`config.mk`:
```
export PLATFORM = sky130hd
export DESIGN_NAME = sram_probe_scanner
export DESIGN_NICKNAME = d
export VERILOG_FILES = /design/src/rtl/sram_probe_pkg.sv /design/src/rtl/sram_probe_scanner_way_buf.sv /design/src/rtl/sram_probe_scanner.sv
export SDC_FILE = /design/constraint.sdc
export NUM_CORES = 1
export LEC_CHECK = 0
export CAP_MARGIN = 20
export CORE_AREA = 2 2 485 487
export DETAILED_ROUTE_END_ITERATION = 10
export DIE_AREA = 0 0 487 489
export PLACE_DENSITY = 0.47
export SLEW_MARGIN = 15
export SYNTH_ARGS = -nofsm -noshare
export SYNTH_HDL_FRONTEND = slang
export SYNTH_HIERARCHICAL = 1
export SYNTH_SLANG_ARGS = --single-unit
```
`constraint.sdc`:
```
create_clock -name clk_i -period 2.1 [get_ports clk_i]
set_clock_uncertainty 0.15 [all_clocks]
set_input_delay 0.42 -clock clk_i [delete_from_list [all_inputs] [get_ports clk_i]]
set_output_delay 0.42 -clock clk_i [all_outputs]
set_load 0.01 [all_outputs]
```
`src/rtl/sram_probe_pkg.sv`:
```
// Shared cache-geometry constants and types for the SRAM probe scanner.
package sram_probe_pkg;

    localparam int unsigned DCACHE_SET_ASSOC = 8;
    localparam int unsigned DATA_WIDTH       = 64;
    localparam int unsigned NUM_WORDS        = 256;
    localparam int unsigned AW               = $clog2(NUM_WORDS);
    localparam int unsigned WW               = $clog2(DCACHE_SET_ASSOC);

    typedef logic [AW-1:0]                addr_t;
    typedef logic [1:0][DATA_WIDTH-1:0]   line_t;
    typedef logic [WW-1:0]                way_idx_t;

    typedef enum logic [2:0] {
        StIdle,
        StIssue,
        StWait,
        StDrain,
        StDone
    } state_e;

    // Set increment wraps NUM_WORDS-1 -> 0 through the natural AW-bit overflow.
    function automatic addr_t next_set(input addr_t s);
        return s + addr_t'(1);
    endfunction

endpackage

```
`src/rtl/sram_probe_scanner_way_buf.sv`:
```
// Per-way line buffer for the probe scanner: parallel load of all ways, indexed read
// through an internal way counter that restarts on every load.
module sram_probe_way_buf
    import sram_probe_pkg::*;
(
    input  logic                          clk_i,
    input  logic                          rst_ni,
    input  logic                          load_i,
    input  logic                          adv_i,
    input  line_t [DCACHE_SET_ASSOC-1:0]  data_i,
    output line_t                         rd_data_o,
    output way_idx_t                      way_o,
    output logic                          last_o
);

    line_t [DCACHE_SET_ASSOC-1:0] lines_q;
    way_idx_t                     way_q;

    always_ff @(posedge clk_i or negedge rst_ni) begin
        if (!rst_ni) begin
            lines_q <= '0;
            way_q   <= '0;
        end else if (load_i) begin
            lines_q <= data_i;
            way_q   <= '0;
        end else if (adv_i) begin
            way_q   <= way_q + way_idx_t'(1);
        end
    end

    assign rd_data_o = lines_q[way_q];
    assign way_o     = way_q;
    assign last_o    = (way_q == way_idx_t'(DCACHE_SET_ASSOC - 1));

endmodule

```
`src/rtl/sram_probe_scanner.sv`:
```
// Walks a dcache set range, probes every way in parallel and streams (set, way, line) entries.
// Optional macro SRAM_PROBE_CHECKSUM_EN adds checksum_o, an XOR of all streamed lines.
module sram_probe_scanner
    import sram_probe_pkg::*;
#(
    parameter int unsigned READ_LATENCY = 1
) (
    input  logic                          clk_i,
    input  logic                          rst_ni,
    input  logic                          start_i,
    input  logic                          abort_i,
    input  addr_t                         set_first_i,
    input  addr_t                         set_last_i,
    output addr_t [DCACHE_SET_ASSOC-1:0]  probe_addr_o,
    input  line_t [DCACHE_SET_ASSOC-1:0]  probe_data_i,
    output logic                          out_valid_o,
    input  logic                          out_ready_i,
    output addr_t                         out_set_o,
    output way_idx_t                      out_way_o,
    output line_t                         out_data_o,
    output logic                          busy_o,
    output logic                          done_o
`ifdef SRAM_PROBE_CHECKSUM_EN
    ,
    output logic [2*DATA_WIDTH-1:0]       checksum_o
`endif
);

    localparam int unsigned LatW    = (READ_LATENCY > 1) ? $clog2(READ_LATENCY) : 1;
    localparam logic [LatW-1:0] LatInit = LatW'((READ_LATENCY > 0) ? READ_LATENCY - 1 : 0);

    state_e          state_q;
    addr_t           cur_set_q, last_set_q, probe_addr_q;
    logic [LatW-1:0] lat_q;
    logic            out_valid_q, busy_q, done_q;
    logic            start_acc, capture, hs, way_last;

    // Abort outranks both a capture and a handshake in the same cycle.
    always_comb begin
        start_acc = (state_q == StIdle) && start_i && !abort_i;
        capture   = !abort_i && (((state_q == StIssue) && (READ_LATENCY == 0)) ||
                                 ((state_q == StWait) && (lat_q == '0)));
        hs        = out_valid_q && out_ready_i && !abort_i;
    end

    sram_probe_way_buf u_way_buf (
        .clk_i     (clk_i),
        .rst_ni    (rst_ni),
        .load_i    (capture),
        .adv_i     (hs),
        .data_i    (probe_data_i),
        .rd_data_o (out_data_o),
        .way_o     (out_way_o),
        .last_o    (way_last)
    );

    always_ff @(posedge clk_i or negedge rst_ni) begin
        if (!rst_ni) begin
            state_q      <= StIdle;
            cur_set_q    <= '0;
            last_set_q   <= '0;
            probe_addr_q <= '0;
            lat_q        <= '0;
            out_valid_q  <= 1'b0;
            busy_q       <= 1'b0;
            done_q       <= 1'b0;
        end else begin
            done_q <= 1'b0;
            if (abort_i) begin
                state_q     <= StIdle;
                out_valid_q <= 1'b0;
                busy_q      <= 1'b0;
            end else begin
                unique case (state_q)
                    StIdle: begin
                        if (start_acc) begin
                            cur_set_q    <= set_first_i;
                            last_set_q   <= set_last_i;
                            probe_addr_q <= set_first_i;
                            busy_q       <= 1'b1;
                            state_q      <= StIssue;
                        end
                    end
                    StIssue: begin
                        lat_q <= LatInit;
                        if (capture) begin
                            out_valid_q <= 1'b1;
                            state_q     <= StDrain;
                        end else begin
                            state_q     <= StWait;
                        end
                    end
                    StWait: begin
                        if (capture) begin
                            out_valid_q <= 1'b1;
                            state_q     <= StDrain;
                        end else begin
                            lat_q <= lat_q - LatW'(1);
                        end
                    end
                    StDrain: begin
                        if (hs && way_last) begin
                            out_valid_q <= 1'b0;
                            if (cur_set_q == last_set_q) begin
                                done_q  <= 1'b1;
                                state_q <= StDone;
                            end else begin
                                cur_set_q    <= next_set(cur_set_q);
                                probe_addr_q <= next_set(cur_set_q);
                                state_q      <= StIssue;
                            end
                        end
                    end
                    StDone: begin
                        busy_q  <= 1'b0;
                        state_q <= StIdle;
                    end
                    default: state_q <= StIdle;
                endcase
            end
        end
    end

`ifdef SRAM_PROBE_CHECKSUM_EN
    logic [2*DATA_WIDTH-1:0] checksum_q;

    always_ff @(posedge clk_i or negedge rst_ni) begin
        if (!rst_ni) begin
            checksum_q <= '0;
        end else if (start_acc) begin
            checksum_q <= '0;
        end else if (hs) begin
            checksum_q <= checksum_q ^ out_data_o;
        end
    end

    assign checksum_o = checksum_q;
`endif

    assign probe_addr_o = {DCACHE_SET_ASSOC{probe_addr_q}};
    assign out_valid_o  = out_valid_q;
    assign out_set_o    = cur_set_q;
    assign busy_o       = busy_q;
    assign done_o       = done_q;

endmodule

```
==> metrics <==
Synthesized Nets=3,872; Clk Tree Root Cell=clkbuf_16; hold path startpoint=probe_data_i[812]; Leakage=31.5 nW; status=finished with violations; IO buf count=1,250; #FFs+latches synth=1,050; CP Max Fanout=8; Hold Crit Class=in -> reg; share of layout cells above drive strength 1=0.533; WL final=217,000 microns; max-slew violations=0; type of origin of the critical path=register; antenna viol nets, final=0; die width=487 microns; Core Footprint=0.234 sq mm; Synth async-reset ratio=1.00; post-route clock period utilization=1.70; Bufs on Longest Clock Path=3; slowest stage delay, CP=approximately 0.50 ns; WS Path Type=reg -> out; CP bufs+invs=7; Power Density=1360 mW/mm^2; Worst Setup End Kind=output pin; critical register-to-register path startpoint=u_way_buf/way_o[0]; syn avg cell area=16.8 sq um; area growth from synthesis to layout=62.1%; pre-CTS WS=-0.906 ns; Die Y=489 microns; fin crit period=around 3.6 ns; WL/cell=27.4 microns; # H-tree levels=4; VDD IR max=0.734 mV; residual DRC count=0; final-report hold violation count=0; MaxCap Viol Count=0; row count=between 150 and 200; CP Launch Point=u_way_buf/way_o[0]; CTS tree=done; Post-Synthesis Cells=2,824; first-pass GRT wire length=approximately 290,000 microns; # setup viols final=187; Worst Reg-to-Reg Cells=11; slew margin rel.=0.604; later-pin clock latency in the skew report=0.78 ns; r2r setup slk=-0.41 ns; failing checks=negative setup slack; crit path DAT=approximately 3 ns; 1st-pass router iterations=6; 1st-iter DRT viols=1,409; largest net degree at the start of global routing=71; clk slew on worst S/H paths=0.06 ns; vias per inst=4.21; total gr overflow=0; kind of cell adding the most delay to the critical path=buffers and inverters; Initial Util=0.203; leading area contributor after synthesis=dfrtp_1; number of flops mapped to enable cells by yosys=0; fin nets=5,751; Netlist cell types=44; number of global-route vias before repair=35,500; I/O pin count=roughly 1,300; max frequency=between 200 and 300 MHz; Mapped Area=0.0473 sq mm; Ys Warns=6; clock sinks=approximately 1,100; Inserted Clock Buffers=136; Synth Flop Type=dfrtp_1; Final WS setup=-1.47 ns; Final Core Density=0.328; initial antenna violation count=131; WHS Path Cells=2; gr usage total=0.173; Hold EP=u_way_buf/lines_q[812]; CP max stage cell=dfrtp_4; Worst R2R End=probe_addr_q[6]; post-synthesis sequential area ratio=0.555; top post-synthesis cells by area=dfrtp_1 (56%), mux2_2 (28%), mux4_2 (12%); Worst Max-Slew Pin Slew=~0.59 ns; RSZ-0062 raised after global routing=yes; most used cell, CP=buf_16; Worst EP required=1.53 ns; Vias=33,300; crit-path cells=buf_12, buf_16, buf_16, buf_16, buf_12, buf_4, mux4_2, mux2_2, buf_6; routability cong.=approximately 0.85; post-synth top area share=0.555; HPWL Detailed=between 150,000 and 200,000 microns; full die area=about 0.24 sq mm; WP depth=9
metal layers:
metal / routed length (microns) / vias up / part of all wire / GRT usage
li1: - / 14400 / - / -
met1: 86100 / 17200 / 0.40 / 0.203
met2: 105000 / 1171 / 0.49 / 0.290
met3: 18900 / 376 / 0.087 / 0.0687
met4: 5730 / 100 / 0.026 / 0.0477
met5: 644 / - / 0.0030 / 0
cells by family (layout without fill, tap and decap cells):
logic type | count (synthesis) | in the layout | synth area share
AOI/OAI and AO/OA | 39 | 39 | 0.00563
DFF | 1050 | 1050 | 0.555
xor gates and xnor gates | 10 | 10 | 0.00185
adders and majority gates | 3 | 3 | 0.000793
buffers and inverters | 260 | 2242 | 0.0331
other | 0 | 45 | 0
and+or+nand+nor | 43 | 43 | 0.00465
muxes | 1419 | 1419 | 0.399
how the worst max path moves through the flow:
stage	to	slack (ns)
2_1_floorplan	out_data_o[0]	-0.12
3_3_place_gp	out_data_o[68]	-0.89
3_5_place_dp	out_data_o[68]	-0.91
4_1_cts	out_data_o[95]	-1.57
5_1_grt	out_data_o[95]	-1.57
6_report	out_data_o[118]	-1.47
Yosys cell counts (2+ instances only):
cell / number
a211oi_1: 6
a21oi_1: 7
a22o_1: 2
a22oi_1: 2
a31oi_1: 2
buf_1: 9
buf_2: 124
buf_4: 64
buf_6: 26
clkbuf_1: 33
dfrtp_1: 1050
ha_1: 3
inv_1: 4
mux2_2: 1160
mux2i_1: 3
mux4_2: 256
nand2_1: 12
nand2b_1: 2
nand3_1: 3
nor2_1: 14
nor4_2: 2
o21ai_0: 6
o22ai_1: 3
o2bb2ai_1: 3
xor2_1: 9
power breakdown:
group | switching [W] | total [W] | internal, W
logic | 0.0156 | 0.0451 | 0.0295
clock network | 0.00984 | 0.0244 | 0.0145
registers | 0.00601 | 0.0348 | 0.0288
worst register-to-register path, cell delays in order (launching register included):
cell and delay, ns:
dfrtp_4 0.50, buf_12 0.14, buf_8 0.12, clkbuf_16 0.16, buf_6 0.12, buf_6 0.11, ha_4 0.16, ha_4 0.16
and4b_2 0.24, a31oi_2 0.15, o22ai_1 0.11, a221oi_2 0.28
placed cells by master, fill, tap and decap left out, types with 3 or more instances in the layout:
master,count
xor2_1,9
buf_8,33
buf_12,125
buf_2,22
bufinv_16,10
inv_6,6
dfrtp_2,4
nand3_1,3
diode_2,45
clkdlybuf4s50_1,1043
dfrtp_1,1043
nand2_1,10
o22ai_1,3
clkbuf_16,170
buf_16,26
buf_6,271
clkbuf_8,35
nor2_1,10
mux2i_1,3
dfrtp_4,3
nor2_2,3
dlygate4sd3_1,49
o21ai_0,4
clkbuf_1,27
buf_4,388
clkbuf_2,3
a211oi_1,5
a21oi_1,7
mux4_2,256
o21ai_2,3
clkinv_16,3
inv_1,4
mux2_2,998
mux2_4,162
clkinv_2,17
clkinv_8,3
state kept, by name, indices dropped and copies added (netlist names):
register           cells
busy_o                 1
done_o                 1
last_set_q             8
lat_q                  1
out_valid_o            1
probe_addr_q           8
state_q                3
u_way_buf/lines_q   1024
u_way_buf/way_o        3
what timing repair did:
action                                  in CTS  in global routing
pin swaps                                    8                 12
hold buffers                                49                  0
endpoints found under the setup margin     230                568
buffers inserted                           150                 87
gates cloned                                18                 34
endpoints found under the hold margin      453                  0
resized for setup                         1157                348
cell type report:
class	instances	area, sq um
clock buffer	199	4010
clock inverter	42	626
antenna	45	113
sequential	1050	26300
timing repair buffer	1997	21600
inverter	4	15.0
fill	23000	157000
tap	3060	3830
multi-input combinational	1514	20200
metrics by stage:
| stage | setup TNS, ns | hold WS (ns) | std cells | total power (W) | area, sq um |
|---|---|---|---|---|---|
| final | -178.97 | 0.0875 | 7911 | 0.104 | 76700 |
| after global routing | -212.24 | 0.0251 | 7883 | 0.110 | 76600 |
| after CTS | -192.88 | 0.000104 | 7780 | 0.103 | 74500 |
| after detailed placement | -478.08 | 0.239 | 7327 | 0.0726 | 66800 |
| after global placement | -494.63 | 0.240 | 7327 | 0.0723 | 66800 |
| after floorplan | -15.37 | -0.0256 | 2824 | 0.0533 | 47500 |
Note: power is estimated with default switching activity, not from simulation.
